`src/rtl/mac_acc_drain.sv`:
```
// Drains a double-buffered 4-lane accumulator snapshot as four tagged words over valid/ready.
// Output valid rises one cycle after capture; snapshots hand over back to back with no bubble.
module mac_acc_drain #(
  parameter int MAC_CONF_WIDTH = 3,
  parameter int MAC_MIN_WIDTH  = 8,
  parameter int MAC_ACC_WIDTH  = 4 * MAC_MIN_WIDTH
) (
  input  logic                      clk,
  input  logic                      rst,
  input  logic [MAC_CONF_WIDTH-1:0] cfg,
  input  logic                      cap_valid,
  output logic                      cap_ready,
  input  logic [MAC_ACC_WIDTH-1:0]  in0,
  input  logic [MAC_ACC_WIDTH-1:0]  in1,
  input  logic [MAC_ACC_WIDTH-1:0]  in2,
  input  logic [MAC_ACC_WIDTH-1:0]  in3,
  output logic [MAC_ACC_WIDTH-1:0]  out_data,
  output logic                      out_valid,
  input  logic                      out_ready,
  output logic [1:0]                out_idx,
  output logic                      out_first,
  output logic                      out_last,
  output logic                      out_end,
  output logic                      out_acc,
  output logic                      ovf,
  input  logic                      ovf_clr
);

  localparam logic [1:0] MODE_SINGLE = 2'b00;
  localparam logic [1:0] MODE_QUAD   = 2'b10;

  logic [3:0][MAC_ACC_WIDTH-1:0] a_lane_q, a_lane_d, b_lane_q, b_lane_d;
  logic [1:0] a_mode_q, a_mode_d, b_mode_q, b_mode_d;
  logic       a_acc_q, a_acc_d, b_acc_q, b_acc_d;
  logic       a_full_q, a_full_d, b_full_q, b_full_d;
  logic [1:0] cnt_q, cnt_d;
  logic       ovf_q, ovf_d;

  logic [3:0][MAC_ACC_WIDTH-1:0] in_lanes;
  logic xfer, a_done, cap, drop;

  assign in_lanes = {in3, in2, in1, in0};

  always_comb begin
    a_lane_d = a_lane_q;
    a_mode_d = a_mode_q;
    a_acc_d  = a_acc_q;
    a_full_d = a_full_q;
    b_lane_d = b_lane_q;
    b_mode_d = b_mode_q;
    b_acc_d  = b_acc_q;
    b_full_d = b_full_q;
    cnt_d    = cnt_q;
    ovf_d    = ovf_q;

    xfer   = a_full_q && out_ready;
    a_done = xfer && (cnt_q == 2'd3);
    cap    = cap_valid && !b_full_q;
    drop   = cap_valid && b_full_q;

    if (xfer) begin
      cnt_d = cnt_q + 2'd1;
    end

    if (a_done) begin
      if (b_full_q) begin
        a_lane_d = b_lane_q;
        a_mode_d = b_mode_q;
        a_acc_d  = b_acc_q;
        b_full_d = 1'b0;
      end else begin
        a_full_d = 1'b0;
      end
    end

    // A capture can only happen with B empty, so it never collides with the B->A move.
    if (cap) begin
      if (!a_full_q || a_done) begin
        a_lane_d = in_lanes;
        a_mode_d = cfg[1:0];
        a_acc_d  = cfg[2];
        a_full_d = 1'b1;
      end else begin
        b_lane_d = in_lanes;
        b_mode_d = cfg[1:0];
        b_acc_d  = cfg[2];
        b_full_d = 1'b1;
      end
    end

    if (drop) begin
      ovf_d = 1'b1;
    end else if (ovf_clr) begin
      ovf_d = 1'b0;
    end
  end

  always_ff @(posedge clk or posedge rst) begin
    if (rst) begin
      a_lane_q <= '0;
      a_mode_q <= '0;
      a_acc_q  <= 1'b0;
      a_full_q <= 1'b0;
      b_lane_q <= '0;
      b_mode_q <= '0;
      b_acc_q  <= 1'b0;
      b_full_q <= 1'b0;
      cnt_q    <= '0;
      ovf_q    <= 1'b0;
    end else begin
      a_lane_q <= a_lane_d;
      a_mode_q <= a_mode_d;
      a_acc_q  <= a_acc_d;
      a_full_q <= a_full_d;
      b_lane_q <= b_lane_d;
      b_mode_q <= b_mode_d;
      b_acc_q  <= b_acc_d;
      b_full_q <= b_full_d;
      cnt_q    <= cnt_d;
      ovf_q    <= ovf_d;
    end
  end

  assign cap_ready = !b_full_q;
  assign out_valid = a_full_q;
  assign ovf       = ovf_q;

  // Data and tags read zero whenever nothing is being offered, including after reset.
  always_comb begin
    out_data  = '0;
    out_idx   = 2'd0;
    out_first = 1'b0;
    out_last  = 1'b0;
    out_end   = 1'b0;
    out_acc   = 1'b0;
    if (a_full_q) begin
      out_data = a_lane_q[cnt_q];
      out_end  = (cnt_q == 2'd3);
      out_acc  = a_acc_q;
      if (a_mode_q == MODE_SINGLE) begin
        out_idx   = cnt_q;
        out_first = 1'b1;
        out_last  = 1'b1;
      end else if (a_mode_q == MODE_QUAD) begin
        out_idx   = 2'd0;
        out_first = (cnt_q == 2'd0);
        out_last  = (cnt_q == 2'd3);
      end else begin
        out_idx   = {1'b0, cnt_q[1]};
        out_first = ~cnt_q[0];
        out_last  = cnt_q[0];
      end
    end
  end

endmodule
```
`config.mk`:
```
export PLATFORM = sky130hd
export DESIGN_NAME = mac_acc_drain
export DESIGN_NICKNAME = d
export VERILOG_FILES = /design/src/rtl/mac_acc_drain.sv
export SDC_FILE = /design/constraint.sdc
export NUM_CORES = 1
export LEC_CHECK = 0
export CORE_ASPECT_RATIO = 0.75
export CORE_UTILIZATION = 55
export DETAILED_ROUTE_END_ITERATION = 6
export PLACE_DENSITY = 0.78
export SLEW_MARGIN = 20
export SYNTH_ARGS = -nofsm -noshare
export SYNTH_HDL_FRONTEND = slang
export SYNTH_SLANG_ARGS = --single-unit
```
`constraint.sdc`:
```
create_clock -name clk -period 13.4 [get_ports clk]
set_input_delay 4.02 -clock clk [delete_from_list [all_inputs] [get_ports clk]]
set_output_delay 4.02 -clock clk [all_outputs]
set_load 0.005 [all_outputs]
```
==> metrics.csv <==
stage,metric,value,unit
outcome,outcome,finished with violations,
outcome,failing checks,DRC,
synthesis,count of cell types in the netlist,26,
power_and_ir_drop,switching power,1.076,mW
cts,CTS resizes,0,
routing,drc violations,38,
sta,max_slew headroom,29.79,%
routing,via count,7193,
floorplanning,Rows,48,
run,max-cap violation count,0,
routing,post-DR wirelength/cell,20.45,µm
routing,drt first pass iters,6,
power_and_ir_drop,Sw Share,27.04,%
sta,Clock Skews,8.500,ps
cts,clock tree sinks,267,
setup_path,CP arrival,3080,ps
setup_path,CP max FO,20,
grt,number of global-route vias before repair,7908,
synthesis,simple-gate share of the synthesized area,2.187,%
sta,RSZ-0062 raised after global routing,false,
layout,layout cells sized above 1,48.74,%
routing,"antenna viol nets, final",0,
cts,worst-case clock buffer depth,3,
power_and_ir_drop,Pwr Total,3.979,mW
synthesis,number of synthesized flops with an enable pin,0,
floorplanning,Die W,179.0,µm
power_and_ir_drop,Comb pwr share,41.7,%
grt,antenna violations before repair,1,
grt,met1 Track Usage GR,32.43,%
layout,Area growth syn-to-layout,22.12,%
setup_path,WS Path Type,reg2out,
synthesis,Cells after Synth,814,
setup_path,data required time of the worst path,9380,ps
grt,All-Layer GR Usage,22.73,%
placed_design,IO buf count,176,
synthesis,Synth async-reset ratio,100.0,%
layout,Layout Nets,1109,
synthesis,Synth Area in Compound Gates,0.4161,%
cts,Worst-Skew Late Latency,530,ps
power_and_ir_drop,Static Leak,6.997,nW
placed_design,GPL Wtd Cong,0.7208,
synthesis,mux share of post-synthesis cell area,42.50,%
synthesis,Post-Syn Area,12930,µm²
synthesis,Synth Area in XOR/XNOR,0.06774,%
placed_design,HPWL Detailed,16270,µm
cts,H-tree levels,1,
cts,CTS root buf,clkbuf_16,
sta,Peak Freq,140.9,MHz
cts,number of post-CTS setup repair buffers,0,
synthesis,primary flip-flop cell chosen by synthesis mapping,dfrtp_1,
synthesis,register area share after synthesis,51.68,%
floorplanning,I/O pin cnt,177,
cts,clock slew at reported path FFs,70,ps
sta,final critical-path share of the clock period,52.96,%
synthesis,largest family of logic cells by synthesized area,multiplexers,
power_and_ir_drop,power density cells,252.0,nW/µm²
grt,met3 Track Usage GR,4.758,%
floorplanning,die area,24130,µm²
grt,first-pass GRT wire length,42550,µm
sta,Final min period,7096,ps
layout,most frequent cells in the layout,"mux2_2 (304), dfrtp_1 (264), clkdlybuf4s50_1 (176)",
cts,total CTS buffers,26,
sta,Tightest Pin Transition,1053,ps
cts,number of buffers inserted by hold repair at cts,0,
routing,WL final,26450,µm
layout,multi-input logic area,5882,µm²
sta,final setup fails,0,
min_path,hold crit path type,reg2reg,
power_and_ir_drop,VDD IR max,0.1250,mV
synthesis,Adder-Cell Fraction of Synth Area,0.1936,%
floorplanning,Die Span Y,134.8,µm
power_and_ir_drop,Clock power frac,20.8,%
grt,GR peak layer,met2,
sta,TNS Setup,0,ps
sta,"Hold Vio Cnt, Final",0,
synthesis,Mapped Nets,952,
grt,gr ovfl total,0,
routing,Starting DRT DRC Count,441,
layout,Sequential Area,6685,µm²
layout,"most common cell after layout, fill and taps aside",mux2_2,
floorplanning,Core Region,23060,µm²
floorplanning,Initial Utilization,56.06,%
power_and_ir_drop,Reg power frac,37.5,%
setup_path,R2R setup slack,9480,ps
sta,Pins Over Slew Limit,0,
setup_path,CP startpoint kind,register,
grt,largest net degree at the start of global routing,110,
synthesis,Avg Inst Size Synth,15.88,µm²
synthesis,"flops & latches, synth",267,
setup_path,Setup crit end kind,output port,
routing,DR vias/cell,5.563,
synthesis,Ys Warns,0,
cts,CTS tree,built,
layout,# fillers,1629,
grt,GR Util met2,36.04,%
power_and_ir_drop,Internal Power,2.903,mW
critical path, stage by stage (launching register included):
cell and delay (ps):
dfrtp_2 810, buf_4 510, mux4_2 550, and2_1 200, clkdlybuf4s50_1 460
power groups by stage:
stage | Combinational [mW] | Sequential, mW | Clock, mW
floorplan | 1.28 | 1.37 | 0
global placement | 1.63 | 1.49 | 0
detailed placement | 1.67 | 1.51 | 0
CTS | 1.68 | 1.50 | 0.845
global route | 1.79 | 1.55 | 0.876
finish | 1.66 | 1.49 | 0.827
kinds of logic (layout without fill, tap and decap cells):
group,Yosys count,in the layout
XOR/XNOR,1,1
AND/OR/NAND/NOR,46,46
flip-flops,267,267
adder cells (fa/ha/maj),2,2
other,0,2
buffers and inverters,63,240
AO/OA/AOI/OAI,9,9
multiplexers,426,426
synth_stat cells, types with 2 or more instances:
cell type / number / area, µm²
mux2_2: 304 / 3423
a21oi_1: 3 / 15.01
clkbuf_1: 7 / 26.28
and2_1: 34 / 212.7
nand2_1: 5 / 18.77
dfrtp_1: 267 / 6681
mux4_2: 32 / 720.7
o21ai_0: 3 / 15.01
inv_1: 7 / 26.28
buf_6: 10 / 112.6
buf_2: 29 / 145.1
buf_4: 9 / 67.56
mux2_4: 90 / 1351
ha_1: 2 / 25.02
path summary, 6_finish.rpt:
check,startpoint,end,cells after the start
worst max register to register,cnt_q[1],b_lane_q[112],7
max in group asynchronous,rst,a_lane_q[22],3
worst min-delay path,b_lane_q[17],b_lane_q[17],1
worst max-delay path,cnt_q[0],out_data[18],4
worst min register to register,b_lane_q[17],b_lane_q[17],1
min in group asynchronous,rst,a_lane_q[31],2
flip-flops by register name, summed over array words and instances (netlist names):
name       cells
a_acc_q        1
b_mode_q       2
ovf            1
cnt_q          2
b_full_q       1
b_acc_q        1
a_lane_q     128
out_valid      1
b_lane_q     128
a_mode_q       2
area by class of cell:
| cell class | count | area share [%] |
|---|---|---|
| Antenna cell | 2 | 0.03170 |
| Tap cell | 300 | 2.377 |
| Inverter | 7 | 0.2140 |
| Clock inverter | 12 | 1.490 |
| Clock buffer | 36 | 4.683 |
| Timing Repair Buffer | 185 | 11.61 |
| Multi-Input combinational cell | 484 | 37.25 |
| Sequential cell | 267 | 42.34 |
layer usage:
metal | part of all wire [%] | vias up
met5 | 0 | -
met4 | 1.8 | 0
met3 | 6.4 | 41
met2 | 46 | 154
met1 | 46 | 3724
li1 | - | 3274
per-stage QoR:
| stage | cells | setup slack [ps] | hold WS [ps] | util [%] | instance area (µm²) |
|---|---|---|---|---|---|
| after floorplan | 814 | 2026 | 475.4 | - | 12930 |
| after global placement | 1243 | 6385 | 485.8 | 64.20 | 14810 |
| after detailed placement | 1243 | 6314 | 492.4 | 64.20 | 14810 |
| after CTS | 1291 | 6200 | 507.1 | 68.42 | 15780 |
| after global routing | 1291 | 6122 | 511.2 | 68.44 | 15780 |
| final | 1293 | 6304 | 503.3 | 68.46 | 15790 |
(Power assumes the default switching activity.)
